## config.mk

```make
export PLATFORM = sky130hd
export DESIGN_NAME = bch_enc
export DESIGN_NICKNAME = d
export VERILOG_FILES = /design/src/rtl/bch_pkg.sv /design/src/rtl/bch_enc_lfsr.sv /design/src/rtl/bch_enc.sv
export SDC_FILE = /design/constraint.sdc
export NUM_CORES = 1
export LEC_CHECK = 0
export ABC_AREA = 1
export CAP_MARGIN = 10
export CORE_MARGIN = 2
export CORE_UTILIZATION = 50
export CTS_BUF_LIST = sky130_fd_sc_hd__clkbuf_4
export CTS_CLUSTER_DIAMETER = 150
export CTS_CLUSTER_SIZE = 10
export DETAILED_ROUTE_END_ITERATION = 6
export PLACE_DENSITY = 0.73
export SYNTH_ARGS = -nofsm -noshare
export SYNTH_HDL_FRONTEND = slang
export SYNTH_SLANG_ARGS = --single-unit
```

## constraint.sdc

```tcl
create_clock -name clk -period 29.2 [get_ports clk]
set_input_delay 4.38 -clock clk [delete_from_list [all_inputs] [get_ports clk]]
set_output_delay 4.38 -clock clk [all_outputs]
set_load 0.05 [all_outputs]
```

## src/rtl/bch_pkg.sv

```systemverilog
// Shared constants and per-code tables for the t=2 BCH encoder/decoder pair.
// Generators are m1(x)*m3(x) over GF(2^6), GF(2^8) and GF(2^10).
package bch_pkg;

  typedef enum logic [1:0] {
    CODE_NONE = 2'd0,
    CODE_63   = 2'd1,
    CODE_255  = 2'd2,
    CODE_1023 = 2'd3
  } code_e;

  typedef enum logic [1:0] {
    S_IDLE,
    S_RUN,
    S_DRAIN
  } enc_state_e;

  localparam logic [12:0] G63   = 13'h1539;
  localparam logic [16:0] G255  = 17'h16f63;
  localparam logic [20:0] G1023 = 21'h101877;

  function automatic logic [9:0] n_len(code_e c);
    case (c)
      CODE_63:  return 10'd63;
      CODE_255: return 10'd255;
      default:  return 10'd1023;
    endcase
  endfunction

  function automatic logic [9:0] k_len(code_e c);
    case (c)
      CODE_63:  return 10'd51;
      CODE_255: return 10'd239;
      default:  return 10'd1003;
    endcase
  endfunction

  function automatic logic [4:0] par_len(code_e c);
    case (c)
      CODE_63:  return 5'd12;
      CODE_255: return 5'd16;
      default:  return 5'd20;
    endcase
  endfunction

  function automatic logic [4:0] words(code_e c);
    case (c)
      CODE_63:  return 5'd1;
      CODE_255: return 5'd4;
      default:  return 5'd16;
    endcase
  endfunction

  function automatic logic [6:0] tail_bits(code_e c);
    case (c)
      CODE_63:  return 7'd51;
      CODE_255: return 7'd47;
      default:  return 7'd43;
    endcase
  endfunction

  // Generator without its leading term, right-aligned in the LFSR width.
  function automatic logic [19:0] gpoly(code_e c);
    case (c)
      CODE_63:  return 20'(G63[11:0]);
      CODE_255: return 20'(G255[15:0]);
      default:  return G1023[19:0];
    endcase
  endfunction

  function automatic logic [19:0] lfsr_mask(code_e c);
    case (c)
      CODE_63:  return 20'h00fff;
      CODE_255: return 20'h0ffff;
      default:  return 20'hfffff;
    endcase
  endfunction

  // Parity plus pad positions in the final word.
  function automatic logic [63:0] par_field(code_e c);
    case (c)
      CODE_63:  return 64'h1fff;
      CODE_255: return 64'h1ffff;
      default:  return 64'h1fffff;
    endcase
  endfunction

endpackage

```

## src/rtl/bch_enc_lfsr.sv

```systemverilog
// Combinational multi-bit step of the systematic BCH parity LFSR.
// Consumes nbits message bits from data, MSB first.
module bch_enc_lfsr
  import bch_pkg::*;
(
  input  logic [19:0] state,
  input  logic [63:0] data,
  input  logic [6:0]  nbits,
  input  logic [1:0]  code,
  output logic [19:0] next
);

  logic [19:0] r;
  logic [19:0] g;
  logic [19:0] msk;
  logic [4:0]  p;
  logic        fb;

  always_comb begin
    p   = par_len(code_e'(code));
    g   = gpoly(code_e'(code));
    msk = lfsr_mask(code_e'(code));
    r   = state;
    fb  = 1'b0;
    for (int i = 0; i < 64; i++) begin
      if (i < int'(nbits)) begin
        fb = data[63-i] ^ r[p-5'd1];
        r  = ((r << 1) ^ (fb ? g : 20'd0)) & msk;
      end
    end
    next = r;
  end

endmodule

```

## src/rtl/bch_enc.sv

```systemverilog
// Streaming systematic t=2 BCH encoder, one 64-bit word per cycle.
// Define BCH_ENC_ERRINJ_EN to add the inj_mask error-injection port.
module bch_enc
  import bch_pkg::*;
#(
  parameter int WORDS_MAX = 16
) (
  input  logic        clk,
  input  logic        rstn,
  input  logic [1:0]  code,
  input  logic        set,
  input  logic        in_valid,
  output logic        in_ready,
  input  logic [63:0] in_data,
  output logic        out_valid,
  input  logic        out_ready,
  output logic [63:0] out_data,
`ifdef BCH_ENC_ERRINJ_EN
  input  logic [63:0] inj_mask,
`endif
  output logic        finish
);

  localparam int CW = $clog2(WORDS_MAX);

  enc_state_e    state_q;
  enc_state_e    state_d;
  code_e         code_q;
  logic [19:0]   lfsr_q;
  logic [19:0]   lfsr_d;
  logic [CW-1:0] wcnt_q;
  logic          start;
  logic          accept;
  logic          is_last;
  logic          last_hs;
  logic [6:0]    nbits;
  logic [63:0]   word;
  logic [63:0]   inj;

`ifdef BCH_ENC_ERRINJ_EN
  assign inj = inj_mask;
`else
  assign inj = '0;
`endif

  assign start    = (state_q == S_IDLE) && set && (code != 2'd0);
  assign in_ready = (state_q == S_RUN) && (!out_valid || out_ready);
  assign accept   = in_valid && in_ready;
  assign is_last  = (wcnt_q == CW'(words(code_q) - 5'd1));
  assign nbits    = is_last ? tail_bits(code_q) : 7'd64;
  assign last_hs  = (state_q == S_DRAIN) && out_valid && out_ready;

  bch_enc_lfsr u_lfsr (
    .state (lfsr_q),
    .data  (in_data),
    .nbits (nbits),
    .code  (code_q),
    .next  (lfsr_d)
  );

  // Final word: keep the tail message, splice parity above a zero pad.
  always_comb begin
    word = in_data;
    if (is_last)
      word = (in_data & ~par_field(code_q)) | (64'(lfsr_d) << 1);
  end

  always_comb begin
    state_d = state_q;
    unique case (state_q)
      S_IDLE:  if (start) state_d = S_RUN;
      S_RUN:   if (accept && is_last) state_d = S_DRAIN;
      S_DRAIN: if (last_hs) state_d = S_IDLE;
      default: state_d = S_IDLE;
    endcase
  end

  always_ff @(posedge clk or negedge rstn) begin
    if (!rstn) state_q <= S_IDLE;
    else       state_q <= state_d;
  end

  always_ff @(posedge clk or negedge rstn) begin
    if (!rstn) begin
      code_q    <= CODE_63;
      lfsr_q    <= '0;
      wcnt_q    <= '0;
      out_valid <= 1'b0;
      out_data  <= '0;
      finish    <= 1'b0;
    end else begin
      finish <= last_hs;
      if (start) begin
        code_q <= code_e'(code);
        lfsr_q <= '0;
        wcnt_q <= '0;
      end else if (accept) begin
        lfsr_q <= lfsr_d;
        wcnt_q <= is_last ? '0 : wcnt_q + 1'b1;
      end
      if (accept) begin
        out_valid <= 1'b1;
        out_data  <= word ^ inj;
      end else if (out_ready) begin
        out_valid <= 1'b0;
      end
    end
  end

endmodule

```

==> results of run 1 <==
logic make-up after synthesis:
| logic type | Yosys count | synth area share [%] |
|---|---|---|
| flip-flops | 94 | 10.8 |
| AND/OR/NAND/NOR | 1882 | 42.1 |
| buffers and inverters | 474 | 13.0 |
| adder cells (fa/ha/maj) | 4 | 0.229 |
| AO/OA/AOI/OAI | 476 | 12.2 |
| XOR/XNOR | 541 | 21.7 |
synthesized netlist by cell type, types with 38 or more instances:
library cell	n	area share [%]
a21oi_1	154	3.5
clkbuf_1	38	0.65
clkbuf_8	84	5.3
dfrtp_1	93	11
inv_1	241	4.1
inv_2	57	0.98
nand2_1	885	15
nand2_2	203	5.8
nand3_1	271	6.2
nand3_2	98	4.5
nand4_1	88	2.5
nor2_1	229	3.9
o21ai_0	191	4.4
o21ai_1	41	0.94
xnor2_1	217	8.7
xor2_1	322	13
per-stage QoR:
stage               instance area (µm²)  instances  setup slack, ns  utilization [%]  setup TNS, ns
detailed placement                29400       4902           -12.04             68.1        -460.34
CTS                               33000       5268            -9.91             76.4        -378.02
global placement                  29400       4902           -10.69             68.1        -407.15
floorplan                         22400       3471            -6.00                -        -217.93
what timing repair did:
item | 4_1_cts
buffers inserted | 349
gates cloned | 2
pin swaps | 103
setup endpoints to repair | 40
gates resized for setup | 216
layer usage:
| layer | overflow | GRT usage [%] |
|---|---|---|
| met1 | 0 | 76.4 |
| met2 | 8 | 90.4 |
| met3 | 1 | 72.2 |
| met4 | 9 | 78.9 |
| met5 | 0 | 63.7 |
==> flow_results.xml, run 1 <==
<?xml version="1.0" encoding="UTF-8"?>
<metrics>
  <group name="sta">
    <metric name="worstEndpointGrtRepair" unit="">lfsr_q[6]$_DFFE_PN0P_/D</metric>
    <metric name="worst_endpoint_kind" unit="">sequential cell input</metric>
  </group>
  <group name="global_route">
    <metric name="overall_routing_resource_usage" unit="%">79.4</metric>
    <metric name="grt_max_degree" unit="">90</metric>
    <metric name="globalRoute.totalOverflow" unit="">18</metric>
    <metric name="grt_antenna_before_repair" unit="">28</metric>
  </group>
  <group name="synthesis">
    <metric name="avg_inst_size_synth" unit="µm²">6.31</metric>
    <metric name="synth_async_sr_flop_share" unit="%">100</metric>
    <metric name="synthFlopType" unit="">dfrtp_1</metric>
    <metric name="synth_seq_area_share" unit="%">10.8</metric>
    <metric name="synth_cell_type_count" unit="">73</metric>
    <metric name="syn-cell-area" unit="mm²">0.0219</metric>
    <metric name="ys_warn_count" unit="">0</metric>
    <metric name="synth_nets" unit="">3546</metric>
    <metric name="ys_seq_elements" unit="">94</metric>
    <metric name="synth_edf_count" unit="">0</metric>
    <metric name="synth_cells" unit="">3471</metric>
  </group>
  <group name="floorplanning">
    <metric name="chipWidth" unit="µm">213</metric>
    <metric name="fp.dieH" unit="µm">213</metric>
    <metric name="initial_utilization" unit="%">50.7</metric>
    <metric name="core.rowCount" unit="">76</metric>
    <metric name="ios" unit="">138</metric>
  </group>
  <group name="clock_network">
    <metric name="tritoncts_num_sinks" unit="">94</metric>
    <metric name="tritoncts_buffer_count" unit="">9</metric>
    <metric name="clockBufferDepth" unit="">2</metric>
    <metric name="ctsRootBufferMaster" unit="">clkbuf_4</metric>
    <metric name="cts.htree.levels" unit="">3</metric>
    <metric name="ctsHoldBuffers" unit="">0</metric>
  </group>
  <group name="placed_design">
    <metric name="hpwl" unit="µm">60700</metric>
    <metric name="port-buffer-count" unit="">137</metric>
    <metric name="globalplace.congestion" unit="">0.972</metric>
  </group>
  <group name="status">
    <metric name="run_status" unit="">stopped before the end</metric>
    <metric name="tool.error" unit="">[ERROR GRT-0232] Routing congestion too high. Check the congestion heatmap in the GUI.</metric>
    <metric name="stop_stage" unit="">global routing (5_1_grt)</metric>
  </group>
</metrics>
==> run 2, diff against run 1 <==
CORE_UTILIZATION = 35   (was 50)
CTS_BUF_LIST = default   (was sky130_fd_sc_hd__clkbuf_4)
CTS_CLUSTER_DIAMETER = default   (was 150)
CTS_CLUSTER_SIZE = default   (was 10)
PLACE_DENSITY = default   (was 0.73)
PLACE_DENSITY_LB_ADDON = 0.15   (was default)
clock period = 38 ns   (was 29.2 ns; I/O delays follow)
==> flow_results.xml, run 2 <==
<?xml version="1.0" encoding="UTF-8"?>
<metrics>
  <group name="status">
    <metric name="run_status" unit="">finished with violations</metric>
    <metric name="violations" unit="">design-rule violations, negative setup slack</metric>
  </group>
  <group name="clock_network">
    <metric name="clockBufferDepth" unit="">2</metric>
    <metric name="tritoncts_num_sinks" unit="">94</metric>
    <metric name="tritoncts_buffer_count" unit="">9</metric>
    <metric name="tritoncts" unit="">built</metric>
    <metric name="cts.htree.levels" unit="">3</metric>
    <metric name="ctsRootBufferMaster" unit="">clkbuf_16</metric>
    <metric name="worst_skew_pair.late_latency" unit="ns">0.43</metric>
    <metric name="cts.reportedPaths.clkPinSlew" unit="ns">0.08</metric>
    <metric name="ctsHoldBuffers" unit="">0</metric>
  </group>
  <group name="synthesis">
    <metric name="syn-cell-area" unit="mm²">0.0219</metric>
    <metric name="synthFlopType" unit="">dfrtp_1</metric>
    <metric name="synth_cells" unit="">3471</metric>
    <metric name="synth_cell_type_count" unit="">73</metric>
    <metric name="synth_nets" unit="">3546</metric>
    <metric name="yosysMostFrequentCell" unit="">nand2_1</metric>
    <metric name="synth_seq_area_share" unit="%">10.8</metric>
    <metric name="synth_async_sr_flop_share" unit="%">100</metric>
    <metric name="ys_seq_elements" unit="">94</metric>
    <metric name="post_synth_main_area_contributors" unit="">nand2_1 (15%), xor2_1 (13%), dfrtp_1 (11%)</metric>
    <metric name="synth_largest_area_cell" unit="">nand2_1</metric>
    <metric name="netlist_top_cells_count" unit="">nand2_1 (885), xor2_1 (322), nand3_1 (271)</metric>
    <metric name="synth_largest_type_area_fraction" unit="%">15.2</metric>
    <metric name="synth_edf_count" unit="">0</metric>
    <metric name="ys_warn_count" unit="">0</metric>
    <metric name="avg_inst_size_synth" unit="µm²">6.31</metric>
  </group>
  <group name="layout">
    <metric name="finalInstanceArea" unit="mm²">0.0359</metric>
    <metric name="multiInputGateArea" unit="mm²">0.0188</metric>
    <metric name="largest_register" unit="">out_data</metric>
    <metric name="layout_common_cells" unit="">buf_4 (1398), nand2_1 (714), nand2_2 (313)</metric>
    <metric name="drive_gt1_share" unit="%">46.6</metric>
    <metric name="largest_reg_flops" unit="">64</metric>
    <metric name="layout.filler_cells" unit="">5573</metric>
    <metric name="mostFrequentLayoutCell" unit="">buf_4</metric>
    <metric name="seqCellArea" unit="mm²">0.00235</metric>
    <metric name="antenna_cells_inserted" unit="">0</metric>
    <metric name="area_delta_synth_final" unit="%">64.0</metric>
    <metric name="design.final.nets" unit="">4960</metric>
    <metric name="top_regs" unit="">out_data: 64 flops, lfsr_q: 20 flops, wcnt_q: 4 flops</metric>
  </group>
  <group name="floorplanning">
    <metric name="floorplan.die_area" unit="mm²">0.0646</metric>
    <metric name="core_region_area" unit="mm²">0.0618</metric>
    <metric name="initial_utilization" unit="%">35.4</metric>
    <metric name="chipWidth" unit="µm">254</metric>
    <metric name="ios" unit="">138</metric>
    <metric name="fp.dieH" unit="µm">254</metric>
    <metric name="core.rowCount" unit="">91</metric>
  </group>
  <group name="setup_path">
    <metric name="critPathLaunch" unit="">in_data[63]</metric>
    <metric name="cpMaxStageDelayCell" unit="">nand4_1</metric>
    <metric name="crit_top_cell" unit="">nand2_2</metric>
    <metric name="worst-endpoint-required" unit="ns">38.31</metric>
    <metric name="reg2reg_from" unit="">code_q[0]$_DFFE_PN1P_</metric>
    <metric name="critPathArrivalTime" unit="ns">44.84</metric>
    <metric name="critPathMaxFanout" unit="">5</metric>
    <metric name="path_class" unit="">input port to flip-flop</metric>
    <metric name="worst_setup_path_start_kind" unit="">input port</metric>
    <metric name="critical_path.max_stage_delay" unit="ns">0.40</metric>
    <metric name="sort_of_element_at_the_end_of_the_critical_path" unit="">flip-flop</metric>
  </group>
  <group name="sta">
    <metric name="final_critical_path_time_including_i_o_delays_and_setup" unit="ns">44.53</metric>
    <metric name="finalWorstSetupSlack" unit="ns">-6.53</metric>
    <metric name="hold_viol" unit="">0</metric>
    <metric name="timing_max_transition_violations_final" unit="">0</metric>
    <metric name="max_slew.worst_pin.slew" unit="ns">1.18</metric>
    <metric name="grt_setup_unrepaired" unit="">true</metric>
    <metric name="timing.clock.skew" unit="ns">0.0255</metric>
    <metric name="timing.max_slew.rel_slack" unit="%">21.2</metric>
    <metric name="finalSetupViolCount" unit="">40</metric>
    <metric name="finalCritPeriodShare" unit="%">117</metric>
    <metric name="fmax" unit="GHz">0.0225</metric>
  </group>
  <group name="drt">
    <metric name="drt_pre_antenna_iters" unit="">7</metric>
    <metric name="drc" unit="">6</metric>
    <metric name="vias_per_cell" unit="">5.04</metric>
    <metric name="initialDrtViolationCount" unit="">2537</metric>
    <metric name="post_detailed_route_count_of_antenna_violating_nets" unit="">0</metric>
    <metric name="vias" unit="">28900</metric>
    <metric name="wire_per_inst" unit="µm">17.8</metric>
    <metric name="postRouteWirelength" unit="µm">102000</metric>
  </group>
  <group name="global_route">
    <metric name="grt_pass1_wl" unit="µm">152000</metric>
    <metric name="gr_util_met2" unit="%">50.6</metric>
    <metric name="gr-max-usage-layer" unit="">met2</metric>
    <metric name="overall_routing_resource_usage" unit="%">29.8</metric>
    <metric name="globalRoute.totalOverflow" unit="">0</metric>
    <metric name="met3_track_utilization_from_global_routing" unit="%">3.46</metric>
    <metric name="global_route.usage.met1" unit="%">37.6</metric>
    <metric name="grt_max_degree" unit="">138</metric>
    <metric name="number_of_global_route_vias_before_repair" unit="">27900</metric>
    <metric name="grt_antenna_before_repair" unit="">2</metric>
  </group>
  <group name="hold_path">
    <metric name="hold_path.class" unit="">flip-flop to flip-flop</metric>
    <metric name="timing.hold.worst.start" unit="">out_data[43]$_DFFE_PN0P_</metric>
  </group>
  <group name="placed_design">
    <metric name="globalplace.congestion" unit="">0.914</metric>
    <metric name="hpwl" unit="µm">65800</metric>
    <metric name="detailed_place.area" unit="mm²">0.0290</metric>
    <metric name="placement.setup.worst_slack" unit="ns">-4.50</metric>
    <metric name="port-buffer-count" unit="">137</metric>
  </group>
  <group name="flow_run">
    <metric name="maxCapViolCount" unit="">0</metric>
  </group>
</metrics>
==> run 2: cell counts after synthesis <==
No cell type changed its count.
==> run 2: what timing repair did <==
| item | in CTS | in global routing |
|---|---|---|
| setup endpoints to repair | 40 | 40 |
| gates cloned | 5 | 0 |
| resized for setup | 257 | 263 |
| pin swaps | 124 | 189 |
| buffers inserted | 509 | 78 |
==> run 2: cell type report <==
cell class              instances  area share (%)
clock buffers                   9           0.627
clock inverters                 7           0.223
flip-flops and latches         94            6.55
well taps                     837            2.92
inverters                     318            3.49
multi-input cells            2908            52.4
repair buffers               1554            33.8
==> run 2: stage by stage <==
stage	utilization, %	std cells	hold WS (ns)	setup TNS, ns
after global routing	58.1	5727	0.512	-343.00
after detailed placement	46.9	5121	0.466	-160.48
after CTS	55.3	5650	0.493	-92.82
after global placement	46.9	5121	0.468	-127.88
final	58.1	5727	0.485	-240.18
after floorplan	-	3471	0.450	0
==> run 2: cell families after synthesis <==
family	share of synthesized area, %
adders and majority gates	0.229
xor gates and xnor gates	21.7
DFF	10.8
AOI/OAI and AO/OA	12.2
buffers and inverters	13.0
and+or+nand+nor	42.1
==> run 2: layer usage <==
metal	part of all wire, %	wire length, µm
met5	0.028	29
met3	5.9	6060
met4	5.2	5300
met2	47	47800
met1	42	42800
==> run 2: worst max-delay path, delay by kind of cell <==
kind / cells / cell delay [ns]
buffers and inverters: 27 / 3.08
and+or+nand+nor: 356 / 33.26
xor gates and xnor gates: 8 / 1.83
AOI/OAI and AO/OA: 5 / 0.85
==> run 2: worst paths after layout <==
check                                            to  slack [ns]  depth (start not counted)
max reg2reg                   lfsr_q[6]$_DFFE_PN0P_       -2.64                        399
max in group asynchronous  out_data[11]$_DFFE_PN0P_       31.52                          2
min reg2reg                out_data[43]$_DFFE_PN0P_        0.49                          2
min                        out_data[43]$_DFFE_PN0P_        0.49                          2
max                           lfsr_q[6]$_DFFE_PN0P_       -6.53                        396
min in group asynchronous  out_data[54]$_DFFE_PN0P_        5.25                          1
Power of run 2 is left out: the tool's default activity adds up to more than one toggle a clock period on the data nets, which glitch-free logic cannot reach.
